File: config.mk
export PLATFORM = sky130hd
export DESIGN_NAME = otsu_binarize
export DESIGN_NICKNAME = d
export VERILOG_FILES = /design/src/rtl/otsu_binarize.sv
export SDC_FILE = /design/constraint.sdc
export NUM_CORES = 1
export LEC_CHECK = 0
export BUFFER_PORTS_ARGS = -buffer_cell sky130_fd_sc_hd__buf_2
export CORE_ASPECT_RATIO = 1.1
export CORE_MARGIN = 5
export CORE_UTILIZATION = 30
export DETAILED_ROUTE_END_ITERATION = 6
export GPL_TIMING_DRIVEN = 1
export HOLD_SLACK_MARGIN = 0.03
export PLACE_DENSITY = 0.52
export SYNTH_ARGS = -nofsm -noshare
export SYNTH_HDL_FRONTEND = slang
export SYNTH_SLANG_ARGS = --single-unit
File: constraint.sdc
create_clock -name clock -period 2.8 [get_ports clock]
set_input_delay 0.56 -clock clock [delete_from_list [all_inputs] [get_ports clock]]
set_output_delay 0.56 -clock clock [all_outputs]
set_load 0.03 [all_outputs]
File: src/rtl/otsu_binarize.sv
// Purpose: binarize an 8-bit gray video stream against a frame-synchronous Otsu threshold and count foreground pixels per frame.
// Latency: fixed 2 clocks from iGray/hs/vs/de to oBin/oGray/ohs/ovs/ode; oFg_valid follows the output ovs rise by one clock.
// Backpressure: none; one pixel accepted every clock, no bubbles inserted.
module otsu_binarize #(
  parameter int unsigned DEFAULT_THR = 128,
  parameter bit          INVERT      = 1'b0
) (
  input  logic        clock,
  input  logic        rst_n,
  input  logic [7:0]  iGray,
  input  logic        hs,
  input  logic        vs,
  input  logic        de,
  input  logic [7:0]  iThresh,
  input  logic        iThresh_valid,
  output logic        oBin,
  output logic [7:0]  oGray,
  output logic        ohs,
  output logic        ovs,
  output logic        ode,
  output logic [7:0]  oThr_active,
  output logic [23:0] oFg_cnt,
  output logic        oFg_valid
);

  localparam logic [7:0]  DEF_THR = 8'(DEFAULT_THR);
  localparam logic [23:0] CNT_MAX = 24'hFF_FFFF;

  // Input-side frame boundary detection
  logic        vs_d;
  logic        vs_rise;

  // Threshold staging: pending value waits for the next frame start
  logic [7:0]  thr_act;
  logic [7:0]  thr_pend;
  logic        pend_vld;

  // Pixel pipeline stage 1
  logic [7:0]  gray_s1;
  logic        hs_s1;
  logic        vs_s1;
  logic        de_s1;
  logic        bin_s1;

  // Output-side frame accounting
  logic        ovs_d;
  logic        ovs_rise;
  logic        fg_pix;
  logic        seen_frame;
  logic [23:0] fg_acc;

  assign vs_rise     = vs & ~vs_d;
  assign ovs_rise    = ovs & ~ovs_d;
  assign fg_pix      = ode & oBin;
  assign oThr_active = thr_act;

  // Registered copy of vs so a frame start is seen as a 0->1 transition
  always_ff @(posedge clock or negedge rst_n) begin
    if (!rst_n) begin
      vs_d <= 1'b0;
    end else begin
      vs_d <= vs;
    end
  end

  // Threshold update: strobes park in pending, promoted only at frame start;
  // a strobe landing exactly on the frame start goes straight to active
  always_ff @(posedge clock or negedge rst_n) begin
    if (!rst_n) begin
      thr_act  <= DEF_THR;
      thr_pend <= DEF_THR;
      pend_vld <= 1'b0;
    end else if (vs_rise) begin
      if (iThresh_valid) begin
        thr_act <= iThresh;
      end else if (pend_vld) begin
        thr_act <= thr_pend;
      end
      pend_vld <= 1'b0;
    end else if (iThresh_valid) begin
      thr_pend <= iThresh;
      pend_vld <= 1'b1;
    end
  end

  // Stage 1: register pixel and timing; the compare then sees the threshold
  // already updated by a frame start occurring on this pixel
  always_ff @(posedge clock or negedge rst_n) begin
    if (!rst_n) begin
      gray_s1 <= 8'd0;
      hs_s1   <= 1'b0;
      vs_s1   <= 1'b0;
      de_s1   <= 1'b0;
    end else begin
      gray_s1 <= iGray;
      hs_s1   <= hs;
      vs_s1   <= vs;
      de_s1   <= de;
    end
  end

  // Binary decision: strict greater-than, optional inversion, blanked outside de
  always_comb begin
    bin_s1 = 1'b0;
    if (de_s1) begin
      bin_s1 = (gray_s1 > thr_act) ^ INVERT;
    end
  end

  // Stage 2: output registers, timing kept aligned with the decision
  always_ff @(posedge clock or negedge rst_n) begin
    if (!rst_n) begin
      oBin  <= 1'b0;
      oGray <= 8'h00;
      ohs   <= 1'b0;
      ovs   <= 1'b0;
      ode   <= 1'b0;
    end else begin
      oBin  <= bin_s1;
      oGray <= {8{bin_s1}};
      ohs   <= hs_s1;
      ovs   <= vs_s1;
      ode   <= de_s1;
    end
  end

  // Output-side frame boundary detection
  always_ff @(posedge clock or negedge rst_n) begin
    if (!rst_n) begin
      ovs_d <= 1'b0;
    end else begin
      ovs_d <= ovs;
    end
  end

  // Foreground counter: saturating, restarted at each output frame start
  // (including the pixel coincident with that start)
  always_ff @(posedge clock or negedge rst_n) begin
    if (!rst_n) begin
      fg_acc <= 24'd0;
    end else if (ovs_rise) begin
      fg_acc <= {23'd0, fg_pix};
    end else if (fg_pix && (fg_acc != CNT_MAX)) begin
      fg_acc <= fg_acc + 24'd1;
    end
  end

  // Frame result publication; the first frame start after reset closes only
  // a partial frame, so it arms publication instead of reporting
  always_ff @(posedge clock or negedge rst_n) begin
    if (!rst_n) begin
      seen_frame <= 1'b0;
      oFg_cnt    <= 24'd0;
      oFg_valid  <= 1'b0;
    end else begin
      oFg_valid <= 1'b0;
      if (ovs_rise) begin
        seen_frame <= 1'b1;
        if (seen_frame) begin
          oFg_cnt   <= fg_acc;
          oFg_valid <= 1'b1;
        end
      end
    end
  end

endmodule

==> metrics <==
metal2 WL=3730 um; htree depth=3; internal reg-to-reg setup slack=650 ps; TritonCTS clock tree=built; P_leak=2.22 nW; largest net degree at the start of global routing=49; CTS sink count=83; Yosys reg bits=83; final setup violation count=0; CTS Hold Bufs=0; IO Pins=67; Resized Gates After CTS=0; DRC Markers=0; # nets final=397; critical path fanouts, max=10; Synth Instances=303; RSZ-0062 raised after global routing=false; Reg2Reg Depth=6; Initial Util=30.7%; clk_lat worst skew=340 ps; Main synth FF type=dfrtp_1; Final Hold Fails=0; sequential area share after synthesis=56.0%; status=completed; fin crit share=76.6%; critical path data required time=3030 ps; Setup Buffers After CTS=0; most common cell after layout, fill and taps aside=dfrtp_1; full die area=14700 um2; Min-Delay Path Class=in2async; drt initial violations=71; Util after Layout=37.1%; via/cell ratio=4.73; hold_ws=184 ps; most frequent cells in the layout=81 x dfrtp_1, 65 x buf_2, 33 x mux2_2; worst vdd ir=0.332 mV; launching point of the worst reg2reg path=fg_acc[0]; critical path launch point type=flip-flop; Total GRT Usage=11.4%; GP Congestion=0.808; Crit Reg-Reg Endpoint=fg_acc[13]; CTS Buf Count=9; Detailed Place HPWL=5510 um; fraction of registers with async set/reset=100%; Max-Cap Viols=0; TNS Setup=0 ps; clk buf depth=2; chip width=116 um; WL per Instance=14.7 um; Fillers=1222; Cell variety after synth=46; clock period minus worst slack=2150 ps; wire length on met3=516 um; share of cells above drive strength 1=35.0%; Core ar.=12100 um2; Mean Syn Cell Area=12.3 um2; Crit. Startpoint=fg_acc[0]; WL final=7740 um; DRT antenna net count=0; clock slew at reported path FFs=60 ps; M1 WL=3300 um; actual slew at the worst max-slew pin=764 ps; synthesized area=3710 um2; initial antenna violation count=0; CTS Root Cell=clkbuf_16; Ant. Diodes=0; fmax=466 MHz; area delta synth->final=20.8%; die span in y=127 um; number of global-route vias before repair=2527; Yosys warning total=0; Post-Layout Cell Count=525; syn_nets=334; endpoint type of the worst setup path=flip-flop; Std-Cell Rows=42; # placed instances=509; skew final=4.75 ps; Slew headroom=48.7%; WP data arrival=2380 ps; drt first pass iters=4; pwr dens=659 nW/um2; via count=2484; Port Buffers=66; Crit Path Category=reg2reg; Slew Viols, Final=0; number of enable flip-flop cells after synthesis=0; DR top layer=met4; first-pass GRT wire length=12800 um; grt total ovfl=0
-- cell usage after synthesis, types with 4 or more instances --
cell type,n,share of area (%)
inv_1,9,0.91
dfrtp_1,81,55
nand4_1,7,1.2
buf_4,8,1.6
ha_1,9,3.0
nand2_1,15,1.5
clkbuf_1,10,1.0
and3_1,4,0.67
a31oi_1,4,0.67
a21oi_1,14,1.9
mux2_2,33,10
nor2_1,32,3.2
xnor2_1,14,3.3
mux2i_1,9,2.4
nand3_1,4,0.54
-- power breakdown --
group	internal, mW	leakage, nW	switching (mW)	total (mW)
Combinational	0.143	1.01	0.262	0.404
Sequential	1.27	1.07	0.0525	1.33
Clock	0.783	0.145	0.444	1.23
-- cell type report --
| cell class | instances | area [um2] | area share [%] |
|---|---|---|---|
| Timing Repair Buffer | 72 | 390 | 8.70 |
| Clock inverter | 2 | 60.1 | 1.34 |
| Multi-Input combinational cell | 191 | 1490 | 33.1 |
| Clock buffer | 14 | 244 | 5.44 |
| Inverter | 9 | 33.8 | 0.753 |
| Sequential cell | 83 | 2080 | 46.4 |
| Tap cell | 154 | 193 | 4.30 |
-- worst max path at each step --
stage / end / depth (start not counted)
after global routing: fg_acc[13] / 6
final: fg_acc[13] / 6
after global placement: fg_acc[13] / 6
after floorplan: fg_acc[21] / 5
after CTS: fg_acc[13] / 6
after detailed placement: fg_acc[13] / 6
-- metal layers --
layer	up-vias	GRT usage, %
li1	1195	-
met2	57	17.8
met4	0	6.14
met3	15	3.76
met5	-	0
met1	1217	13.9
-- critical path, stage by stage, from the launching register on --
cell and delay, ps:
dfrtp_1 440, ha_1 270, and4_1 200, and3_1 340, a211oi_2 450, a31oi_1 130, a41o_1 210
-- metrics by stage --
step	total power, mW	instance area (um2)	setup slack (ps)
floorplan	1.63	3710	828
global route	3.10	4490	521
detailed placement	1.76	4180	679
finish	2.96	4490	654
global placement	1.76	4180	729
CTS	3.02	4490	658
-- flip-flops by register name, summed over array words and instances, names as in the netlist, 8 cells and up --
signal       cells
fg_acc          24
oFg_cnt         24
gray_s1          8
oThr_active      8
thr_pend         8
-- cell families after synthesis --
logic type / Yosys count / synth area share (%)
AO/OA/AOI/OAI: 42 / 9.10
XOR/XNOR: 15 / 3.54
multiplexers: 42 / 12.4
adder cells (fa/ha/maj): 9 / 3.03
buffers and inverters: 29 / 3.98
AND/OR/NAND/NOR: 83 / 11.9
flip-flops: 83 / 56.0
No activity file was read; power rests on OpenSTA's default activity.
